### src/rtl/ex_iter_divider_if.sv
// ============================================================================
//  Module : ex_iter_divider_if
//  Brief  : Issue/result bundle between EX pipeline control and the divider.
//  Rev    : 1.0  initial release
// ============================================================================
`default_nettype none

interface ex_iter_divider_if #(
    parameter int WIDTH = 32
);
    logic             start;
    logic             is_signed;
    logic [WIDTH-1:0] dividend;
    logic [WIDTH-1:0] divisor;
    logic             cancel;
    logic [WIDTH-1:0] div_q;
    logic [WIDTH-1:0] div_r;
    logic             busy;
    logic             done;
    logic             stall_req;

    modport master (
        output start, is_signed, dividend, divisor, cancel,
        input  div_q, div_r, busy, done, stall_req
    );

    modport slave (
        input  start, is_signed, dividend, divisor, cancel,
        output div_q, div_r, busy, done, stall_req
    );
endinterface

`default_nettype wire

### src/rtl/ex_iter_divider.sv
// ============================================================================
//  Module : ex_iter_divider
//  Brief  : Iterative restoring DIV/DIVU for the EX stage, one bit per cycle.
//  Rev    : 1.0  initial release
// ============================================================================
`default_nettype none

module ex_iter_divider #(
    parameter int WIDTH = 32
) (
    input  wire             clk,
    input  wire             rst,
    ex_iter_divider_if.slave dif
);

    localparam int               c_CNT_W    = $clog2(WIDTH + 1);
    localparam logic [c_CNT_W-1:0] c_CNT_LAST = c_CNT_W'(WIDTH - 1);
    localparam logic [c_CNT_W-1:0] c_CNT_ONE  = c_CNT_W'(1);

    typedef enum logic [1:0] {
        S_IDLE = 2'd0,
        S_RUN  = 2'd1,
        S_DONE = 2'd2
    } state_t;

    state_t             r_state;
    state_t             w_state_nxt;
    logic               w_accept;
    logic               w_finish;
    logic               w_busy;
    logic               w_done;
    logic               w_stall;

    logic [c_CNT_W-1:0] r_cnt;
    logic [WIDTH-1:0]   r_rem;
    logic [WIDTH-1:0]   r_quo;
    logic [WIDTH-1:0]   r_dvsr;
    logic [WIDTH-1:0]   r_dividend;
    logic               r_neg_q;
    logic               r_neg_r;
    logic               r_div0;
    logic [WIDTH-1:0]   r_q;
    logic [WIDTH-1:0]   r_r;

    logic [WIDTH-1:0]   w_a_mag;
    logic [WIDTH-1:0]   w_b_mag;
    logic [WIDTH:0]     w_shift;
    logic [WIDTH:0]     w_diff;
    logic [WIDTH-1:0]   w_rem_nxt;
    logic [WIDTH-1:0]   w_quo_nxt;
    logic               w_last;

    // ------------------------------------------------------------------
    // Control FSM
    // ------------------------------------------------------------------
    always_ff @(posedge clk) begin
        if (!rst) begin
            r_state <= S_IDLE;
        end else begin
            r_state <= w_state_nxt;
        end
    end

    assign w_last = (r_cnt == c_CNT_LAST);

    always_comb begin
        w_state_nxt = r_state;
        w_accept    = 1'b0;
        w_finish    = 1'b0;
        w_busy      = 1'b0;
        w_done      = 1'b0;
        w_stall     = 1'b0;
        case (r_state)
            S_IDLE: begin
                w_stall = dif.start;
                // A flush in the same cycle as an issue drops the issue
                if (dif.start && !dif.cancel) begin
                    w_accept    = 1'b1;
                    w_state_nxt = S_RUN;
                end
            end
            S_RUN: begin
                w_busy  = 1'b1;
                w_stall = 1'b1;
                if (dif.cancel) begin
                    w_state_nxt = S_IDLE;
                end else if (w_last) begin
                    w_finish    = 1'b1;
                    w_state_nxt = S_DONE;
                end
            end
            S_DONE: begin
                w_done = 1'b1;
                if (dif.start) begin
                    w_accept    = 1'b1;
                    w_state_nxt = S_RUN;
                end else begin
                    w_state_nxt = S_IDLE;
                end
            end
            default: begin
                w_state_nxt = S_IDLE;
            end
        endcase
    end

    // ------------------------------------------------------------------
    // Datapath: magnitude restoring division
    // ------------------------------------------------------------------
    assign w_a_mag = (dif.is_signed && dif.dividend[WIDTH-1]) ? (~dif.dividend + 1'b1) : dif.dividend;
    assign w_b_mag = (dif.is_signed && dif.divisor[WIDTH-1])  ? (~dif.divisor + 1'b1)  : dif.divisor;

    assign w_shift   = {r_rem, r_quo[WIDTH-1]};
    assign w_diff    = w_shift - {1'b0, r_dvsr};
    assign w_rem_nxt = w_diff[WIDTH] ? w_shift[WIDTH-1:0] : w_diff[WIDTH-1:0];
    assign w_quo_nxt = {r_quo[WIDTH-2:0], ~w_diff[WIDTH]};

    always_ff @(posedge clk) begin
        if (!rst) begin
            r_cnt      <= '0;
            r_rem      <= '0;
            r_quo      <= '0;
            r_dvsr     <= '0;
            r_dividend <= '0;
            r_neg_q    <= 1'b0;
            r_neg_r    <= 1'b0;
            r_div0     <= 1'b0;
            r_q        <= '0;
            r_r        <= '0;
        end else if (w_accept) begin
            r_cnt      <= '0;
            r_rem      <= '0;
            r_quo      <= w_a_mag;
            r_dvsr     <= w_b_mag;
            r_dividend <= dif.dividend;
            r_neg_q    <= dif.is_signed & (dif.dividend[WIDTH-1] ^ dif.divisor[WIDTH-1]);
            r_neg_r    <= dif.is_signed & dif.dividend[WIDTH-1];
            r_div0     <= (dif.divisor == '0);
        end else if (r_state == S_RUN) begin
            r_rem <= w_rem_nxt;
            r_quo <= w_quo_nxt;
            r_cnt <= r_cnt + c_CNT_ONE;
            // Divide by zero bypasses sign fix-up: all-ones quotient, raw dividend
            if (w_finish) begin
                if (r_div0) begin
                    r_q <= '1;
                    r_r <= r_dividend;
                end else begin
                    r_q <= r_neg_q ? (~w_quo_nxt + 1'b1) : w_quo_nxt;
                    r_r <= r_neg_r ? (~w_rem_nxt + 1'b1) : w_rem_nxt;
                end
            end
        end
    end

    assign dif.div_q     = r_q;
    assign dif.div_r     = r_r;
    assign dif.busy      = w_busy;
    assign dif.done      = w_done;
    assign dif.stall_req = w_stall;

endmodule

`default_nettype wire

### src/flat_wrapper.sv
// flat-port wrapper written by rule: the top's interface ports become plain ports
module ex_iter_divider_flat 
#(
    parameter int WIDTH = 32
)
  (clk, rst, dif_start, dif_is_signed, dif_dividend, dif_divisor, dif_cancel, dif_div_q, dif_div_r, dif_busy, dif_done, dif_stall_req);
  ex_iter_divider_if #(.WIDTH(WIDTH)) dif_i ();
  input  wire clk;
  input  wire rst;
  input wire logic [$bits(dif_i.start)-1:0] dif_start;
  input wire logic [$bits(dif_i.is_signed)-1:0] dif_is_signed;
  input wire logic [$bits(dif_i.dividend)-1:0] dif_dividend;
  input wire logic [$bits(dif_i.divisor)-1:0] dif_divisor;
  input wire logic [$bits(dif_i.cancel)-1:0] dif_cancel;
  output wire logic [$bits(dif_i.div_q)-1:0] dif_div_q;
  output wire logic [$bits(dif_i.div_r)-1:0] dif_div_r;
  output wire logic [$bits(dif_i.busy)-1:0] dif_busy;
  output wire logic [$bits(dif_i.done)-1:0] dif_done;
  output wire logic [$bits(dif_i.stall_req)-1:0] dif_stall_req;
  assign dif_i.start = dif_start;
  assign dif_i.is_signed = dif_is_signed;
  assign dif_i.dividend = dif_dividend;
  assign dif_i.divisor = dif_divisor;
  assign dif_i.cancel = dif_cancel;
  assign dif_div_q = dif_i.div_q;
  assign dif_div_r = dif_i.div_r;
  assign dif_busy = dif_i.busy;
  assign dif_done = dif_i.done;
  assign dif_stall_req = dif_i.stall_req;
  ex_iter_divider #(.WIDTH(WIDTH)) u_core (.clk(clk), .rst(rst), .dif(dif_i));
endmodule
### config.mk
export PLATFORM = sky130hd
export DESIGN_NAME = ex_iter_divider_flat
export DESIGN_NICKNAME = d
export VERILOG_FILES = /design/src/rtl/ex_iter_divider_if.sv /design/src/rtl/ex_iter_divider.sv /design/src/flat_wrapper.sv
export SDC_FILE = /design/constraint.sdc
export NUM_CORES = 1
export LEC_CHECK = 0
export BUFFER_PORTS_ARGS = -buffer_cell sky130_fd_sc_hd__buf_4
export CAP_MARGIN = 20
export CORE_AREA = 2 2 197 199
export CTS_CLUSTER_DIAMETER = 50
export DETAILED_ROUTE_END_ITERATION = 12
export DIE_AREA = 0 0 199 201
export PLACE_DENSITY = 0.57
export REMOVE_ABC_BUFFERS = 1
export SYNTH_ARGS = -nofsm -noshare
export SYNTH_HDL_FRONTEND = slang
export SYNTH_SLANG_ARGS = --single-unit
### constraint.sdc
create_clock -name clk -period 4.4 [get_ports clk]
set_input_delay 0.66 -clock clk [delete_from_list [all_inputs] [get_ports clk]]
set_output_delay 0.66 -clock clk [all_outputs]
set_load 0.01 [all_outputs]
# [Word level (Yosys, flattened, before mapping)]
# Cells that the tools add are included.
[totals] out_inout_bits=67 register_bits=203 wordCells=65
[classes] n_addsub=6 n_eq_ne=5 muxes=23 reduce_logical=10 bitwise_logic=10
[ops] op="$mux 32" n=9
[ops] op="$add 32x1->32 const B" n=4
[ops] op="$not 32->32" n=4
[ops] op="$sub 33x32->33" n=1
[ops] op="$logic_not 32->1" n=1
[ops] op="$mux 1" n=8
[ops] op="$add 6x1->6 const B" n=1
[ops] op="$eq 6x5->1 const B" n=1
[ops] op="$mux 2" n=3
[ops] op="$pmux 2 s3" n=1
[ops] op="$pmux 1 s2" n=2
[ops] op="$logic_and 1x1->1" n=3
[ops] op="$ne 3x2->1 const B" n=1
[ops] op="$not 1->1" n=3
[ops] op="$reduce_and 3->1" n=1
[ops] op="$and 1x1->1" n=2
[ops] op="$eq 2x1->1 const B" n=1
[ops] op="$eq 2x2->1 const B" n=1
[ops] op="$logic_not 2->1" n=1
[ops] op="$ne 2x1->1 const B" n=1
[ops] op="$reduce_and 2->1" n=1
[ops] op="$reduce_bool 2->1" n=1
[ops] op="$reduce_or 2->1" n=1
[ops] op="$logic_not 1->1" n=1
[ops] op="$xor 1x1->1" n=1

# [Logic depth before layout (Yosys ltp)]
[depth] word_depth=6 mapped_depth=23 ltp_nobuf=21

# [Least setup slack after synthesis]
# No wires, ideal clock.
[synth_timing] kind="register to register" from="reg u_core.r_quo[31]" to="reg u_core.r_r[30], in the netlist u_core.dif.div_r[30]" setup_time_ns=0.146 arrival_time_ns=4.458 path_slack_ns=-0.204 n_path_buf=3 stages_incl_launch_ff=22 cell_sequence="dfxtp_1 inv_1 ha_1 inv_1 fa_1 a211oi_4 o211ai_1 nand2_1 nand2_2 a221o_2 nor2_4 buf_4 buf_6 buf_2 mux2i_1 ha_1 inv_1 or4_1 o2bb2ai_1 nor4b_2 mux2i_1 a41oi_1"
[synth_between] elab_chain_cells=6
[synth_rtl] item="from (decl)" line="ex_iter_divider.sv:36" text="logic [WIDTH-1:0] r_quo;"
[synth_rtl] item="from (signal assigned)" line="ex_iter_divider.sv:133" text="r_quo <= w_a_mag;"
[synth_rtl] item="from (signal assigned)" line="ex_iter_divider.sv:141" text="r_quo <= w_quo_nxt;"
[synth_rtl] item="$sub 33x32->33" line="ex_iter_divider.sv:114" text="assign w_diff = w_shift - {1'b0, r_dvsr};"
[synth_rtl] item="$mux 32 *" line="ex_iter_divider.sv:115" text="assign w_rem_nxt = w_diff[WIDTH] ? w_shift[WIDTH-1:0] : w_diff[WIDTH-1:0];"
[synth_rtl] item="$not 32->32" line="ex_iter_divider.sv:150" text="r_r <= r_neg_r ? (~w_rem_nxt + 1'b1) : w_rem_nxt;"
[synth_rtl] item="$add 32x1->32" line="ex_iter_divider.sv:150"
[synth_rtl] item="$mux 32 *" line="ex_iter_divider.sv:150"
[synth_rtl] item="$mux 32 *" line="ex_iter_divider.sv:145" text="if (r_div0) begin"
[synth_rtl] item="to (signal assigned)" line="ex_iter_divider.sv:147" text="r_r <= r_dividend;"
[synth_rtl] item="to (signal assigned)" line="ex_iter_divider.sv:150"
[synth_rtl] item="to (decl)" line="ex_iter_divider.sv:43" text="logic [WIDTH-1:0] r_r;"
# Mark *: on every way between the ends. The rest lies on a longest branch, timed or not.
# A chain may end at the register's enable or synchronous reset.

# [Worst setup path in the final report]
[layout_timing] from="reg u_core.r_dvsr[29]" to="reg u_core.r_r[30], in the netlist u_core.dif.div_r[30]"
[layout_between] elab_chain_cells=6
[layout_rtl] item="from (decl)" line="ex_iter_divider.sv:37" text="logic [WIDTH-1:0] r_dvsr;"
[layout_rtl] item="from (signal assigned)" line="ex_iter_divider.sv:134" text="r_dvsr <= w_b_mag;"
[layout_rtl] item="$sub 33x32->33 *" line="ex_iter_divider.sv:114"
[layout_rtl] item="$mux 32 *" line="ex_iter_divider.sv:115"
[layout_rtl] item="$not 32->32" line="ex_iter_divider.sv:150"
[layout_rtl] item="$add 32x1->32" line="ex_iter_divider.sv:150"
[layout_rtl] item="$mux 32 *" line="ex_iter_divider.sv:150"
[layout_rtl] item="$mux 32 *" line="ex_iter_divider.sv:145"
# Marks and branches as above.

==> reports/results.txt <==
After synthesis the cells add up to 13,130 µm². For this design the static power due to leakage is 0.005995 µW. For the detailed-route via count, the log shows 12,800.

The number of cells on the worst reg-to-reg path is 19. The tools report the number of clock sinks as 203. The overflow left after global routing is 0, and the worst-case clock buffer depth is 3. The clock period could shrink to 4201 ps. The core region is 38,110 µm².

The floorplan has 72 rows. The total of max-cap violations is 0, and the maximum number of pins on one net before global-route repair is 93. The worst hold path depth is 3. The commonest cells after synthesis are sky130_fd_sc_hd__nand2_1 (228), sky130_fd_sc_hd__dfxtp_1 (203), sky130_fd_sc_hd__nor2_1 (189). Summed over all nets, the half-perimeter wirelength after detailed placement is 31,280 µm. The tools report the boundary pin count as 136.

During synthesis, Yosys emitted a total of 0 warnings. The average instance in the mapped netlist occupies 7.601 µm². The share of the synthesized area in the top cell type came out at 0.3094.

The power share of the sequential group was 0.311. The number of filler instances in the final layout was 3,933. The proportion of synthesized flip-flops having asynchronous set or reset was 0. The ratio of final minimum period to clock period works out to 0.9547. Startpoint of the most critical register-to-register path: u_core.r_dvsr[29]. The run gives 0 as the count of antenna-violating nets left after detailed routing. The count of final setup violators is 0. The global routing usage summed across all routing layers is 0.2040. The flow ran to the end, and the final reports show no timing, DRC or antenna violations.

The logs give 0 for the number of remaining DRC errors and 40,000 µm² for the area enclosed by the die boundary. Share of cells above drive strength 1: 0.1615. The run gives 0 as the number of antenna violations at the first check in global routing. The critical path startpoint category was a register. The clock reaches the later pin of the worst-skew pair after 570 ps. The average wire length per cell after detail routing is 17.71 µm. Switching share of total power: 0.3597. The logs give 0.3094 for the post-synthesis sequential area ratio and 238.1 MHz for the peak clock frequency supported by timing. The startpoint identified for the worst hold timing path is dif_dividend[25]. The most common cell in the synthesized netlist was sky130_fd_sc_hd__nand2_1. For the data arrival time of the critical path, the log shows 4620 ps. The root cell of the clock tree was sky130_fd_sc_hd__clkbuf_16. The share of total power in combinational logic is 0.327. The register bit total from synthesis was 203. Worst-case hold path end point: u_core.r_dividend[25]. The starting density of the core is 0.3447, and the endpoint required time on the critical path is 4820 ps.

For this design the total switching power over the nets is 2308 µW. The count of inserted antenna diode cells came out at 0. Type of destination of the critical path: a register. The tools report the max-slew headroom at the worst pin as 0.2858. Once layout is done, the placed cells without fillers occupy 15,810 µm².

For the number of max-slew violations in the final report, the log shows 0. The run gives 1,728 as the cell count after synthesis. Measured along the y axis, the die boundary spans 201 µm.

Counting distinct cell types in the post-synthesis netlist gives 88. Using the TritonRoute via totals, the vias-per-cell ratio works out to 5.404. After clock tree synthesis, the setup repair step added 0 buffers. The total cell area at the placement stage is 14,750 µm², and the number of buffers created by CTS is 30. The worst setup skew after layout was 24.38 ps; the horizontal die dimension was 199 µm. The run gives 1,941 as the number of nets in the layout. Cell internal power was estimated by the tool at 4108 µW. The slack of the worst reg-to-reg path is 200 ps.

By area the synthesized netlist is led by sky130_fd_sc_hd__dfxtp_1 (31%), sky130_fd_sc_hd__nand2_1 (6.5%), sky130_fd_sc_hd__a21oi_1 (6.2%), sky130_fd_sc_hd__xor2_1 (5.5%), sky130_fd_sc_hd__nor2_1 (5.4%). The capture instance of the worst register-to-register path is u_core.dif.div_r[30]. The number of enable flip-flop cells after synthesis was 0; the clock-pin slew on the worst setup and hold paths was 60 ps. The tools report the depth of the CTS H-tree as 1. The actual slew at the worst max-slew pin came out at 1070 ps. The run gives 41,960 µm as the total routed wirelength. Among all flip-flop cells after synthesis, the most frequent one is sky130_fd_sc_hd__dfxtp_1.

The total count of hold-check failures in the final report was 0. TritonCTS built the clock tree. The first TritonRoute pass finished after 8 iterations. The via count of the first global-routing pass is 12,210. The area growth from synthesis to layout is 20.41%. Across the VDD grid, the largest voltage drop is 0.2472 mV. The clock network fraction of design power is 0.361, and the number of buffers added on ports is 135. The critical path start-end classification is register to register.

In this run the worst path has a maximum fanout of 10. The path class of the tightest hold or removal check is primary input to register. At the end of routability-driven placement, the weighted congestion stood at 0.9404. The logs give 6416 µW for the post-layout total power and 0 ps for the final sum of negative setup slack.

The first global-routing pass estimated 65,870 µm of wire. sky130_fd_sc_hd__dfxtp_1 takes more of the synthesized area than any other cell. The tools report the starting DRC count in detailed routing as 826.

Dividing total power by cell area gives a power density of 405.7 nW/µm².
-- metrics by stage --
stage            util  setup WS, ps  hold WS, ps  std cells
2_1_floorplan       -         -1175        431.2       1614
3_3_place_gp   0.3872         76.92        439.6       2320
3_5_place_dp   0.3872         31.82        447.8       2320
4_1_cts        0.4122         38.50        341.1       2369
5_1_grt        0.4150        -33.50        359.1       2369
6_report       0.4150         199.4        368.4       2369
-- worst max path at each step --
| stage | to | depth (start not counted) | startpoint | slack, ps |
|---|---|---|---|---|
| floorplan | u_core.dif.div_r[25] | 4 | u_core.r_state[1] | -1180 |
| detailed placement | u_core.dif.div_r[30] | 21 | u_core.r_quo[31] | 30 |
| CTS | u_core.dif.div_r[30] | 21 | u_core.r_quo[31] | 40 |
| global placement | u_core.dif.div_q[28] | 21 | u_core.r_quo[31] | 80 |
| finish | u_core.dif.div_r[30] | 19 | u_core.r_dvsr[29] | 200 |
| global route | u_core.dif.div_q[28] | 21 | u_core.r_quo[31] | -30 |
-- flip-flops by register name, summed over array words and instances (netlist names) --
| register | count |
|---|---|
| u_core.dif.div_q | 32 |
| u_core.dif.div_r | 32 |
| u_core.r_cnt | 6 |
| u_core.r_div0 | 1 |
| u_core.r_dividend | 32 |
| u_core.r_dvsr | 32 |
| u_core.r_neg_q | 1 |
| u_core.r_neg_r | 1 |
| u_core.r_quo | 32 |
| u_core.r_rem | 32 |
| u_core.r_state | 2 |
-- cell families after synthesis --
logic type | after synthesis | share of synthesized area
xor gates and xnor gates | 136 | 0.09069
adders and majority gates | 38 | 0.03677
DFF | 203 | 0.3094
muxes | 28 | 0.02182
buffers and inverters | 167 | 0.05144
and+or+nand+nor | 629 | 0.2213
AOI/OAI and AO/OA | 527 | 0.2686
-- repair_timing --
action / CTS / global route
hold buffers: 0 / 0
gates resized for setup: 0 / 24
endpoints found under the setup margin: 0 / 8
-- layout by cell type, fill, tap and decap left out, types with 10 or more instances in the layout --
cell type / n
sky130_fd_sc_hd__a211oi_1: 64
sky130_fd_sc_hd__a21oi_1: 162
sky130_fd_sc_hd__a311oi_1: 37
sky130_fd_sc_hd__a31oi_1: 10
sky130_fd_sc_hd__and3_1: 10
sky130_fd_sc_hd__buf_4: 186
sky130_fd_sc_hd__clkbuf_16: 30
sky130_fd_sc_hd__dfxtp_1: 201
sky130_fd_sc_hd__ha_1: 34
sky130_fd_sc_hd__inv_1: 50
sky130_fd_sc_hd__mux2i_1: 24
sky130_fd_sc_hd__nand2_1: 227
sky130_fd_sc_hd__nand2b_1: 13
sky130_fd_sc_hd__nand3_1: 21
sky130_fd_sc_hd__nand4_1: 16
sky130_fd_sc_hd__nor2_1: 187
sky130_fd_sc_hd__nor2b_1: 13
sky130_fd_sc_hd__nor3_1: 43
sky130_fd_sc_hd__nor4_1: 17
sky130_fd_sc_hd__o211ai_1: 21
sky130_fd_sc_hd__o21ai_0: 99
sky130_fd_sc_hd__o31ai_1: 19
sky130_fd_sc_hd__o41ai_1: 11
sky130_fd_sc_hd__or3_1: 23
sky130_fd_sc_hd__xnor2_1: 54
sky130_fd_sc_hd__xor2_1: 82
-- critical path, stage by stage, from the launching register on --
cell and delay, ps:
sky130_fd_sc_hd__dfxtp_1 330, sky130_fd_sc_hd__inv_1 50, sky130_fd_sc_hd__ha_1 370, sky130_fd_sc_hd__a21o_1 210, sky130_fd_sc_hd__a21o_1 170, sky130_fd_sc_hd__a21oi_1 270
sky130_fd_sc_hd__nand2b_1 170, sky130_fd_sc_hd__a311oi_4 350, sky130_fd_sc_hd__nor2_4 110, sky130_fd_sc_hd__inv_4 100, sky130_fd_sc_hd__buf_4 170, sky130_fd_sc_hd__nor2_1 60
sky130_fd_sc_hd__a21oi_2 120, sky130_fd_sc_hd__ha_1 190, sky130_fd_sc_hd__inv_1 60, sky130_fd_sc_hd__or4_1 490, sky130_fd_sc_hd__o2bb2ai_2 200, sky130_fd_sc_hd__nor4b_4 240
sky130_fd_sc_hd__mux2i_1 220, sky130_fd_sc_hd__a41oi_1 160
-- layout make-up --
| type | instances | area, µm² | area share |
|---|---|---|---|
| inverter | 53 | 202.7 | 0.01282 |
| sequential | 203 | 4066 | 0.2571 |
| clock buffer | 35 | 789.5 | 0.04992 |
| timing repair buffer | 188 | 1436 | 0.09083 |
| multi-input combinational | 1358 | 8506 | 0.5379 |
| tap | 518 | 648.1 | 0.04098 |
| clock inverter | 14 | 165.2 | 0.01044 |
-- per-layer routing --
layer / track usage / part of all wire / up-vias
met3: 0.02823 / 0.058 / 82
met1: 0.2813 / 0.46 / 5895
met5: 0 / 0 / -
li1: - / - / 6445
met2: 0.3288 / 0.45 / 381
met4: 0.06183 / 0.028 / 0
-- power groups by stage --
stage	combinational (µW)	sequential (µW)	clock (µW)
6_report	2100	2000	2320
5_1_grt	2300	2010	2440
4_1_cts	2030	1990	2370
3_5_place_dp	2020	2030	0
3_3_place_gp	2010	2030	0
2_1_floorplan	1380	2010	0
No activity file was read; power rests on OpenSTA's default activity.
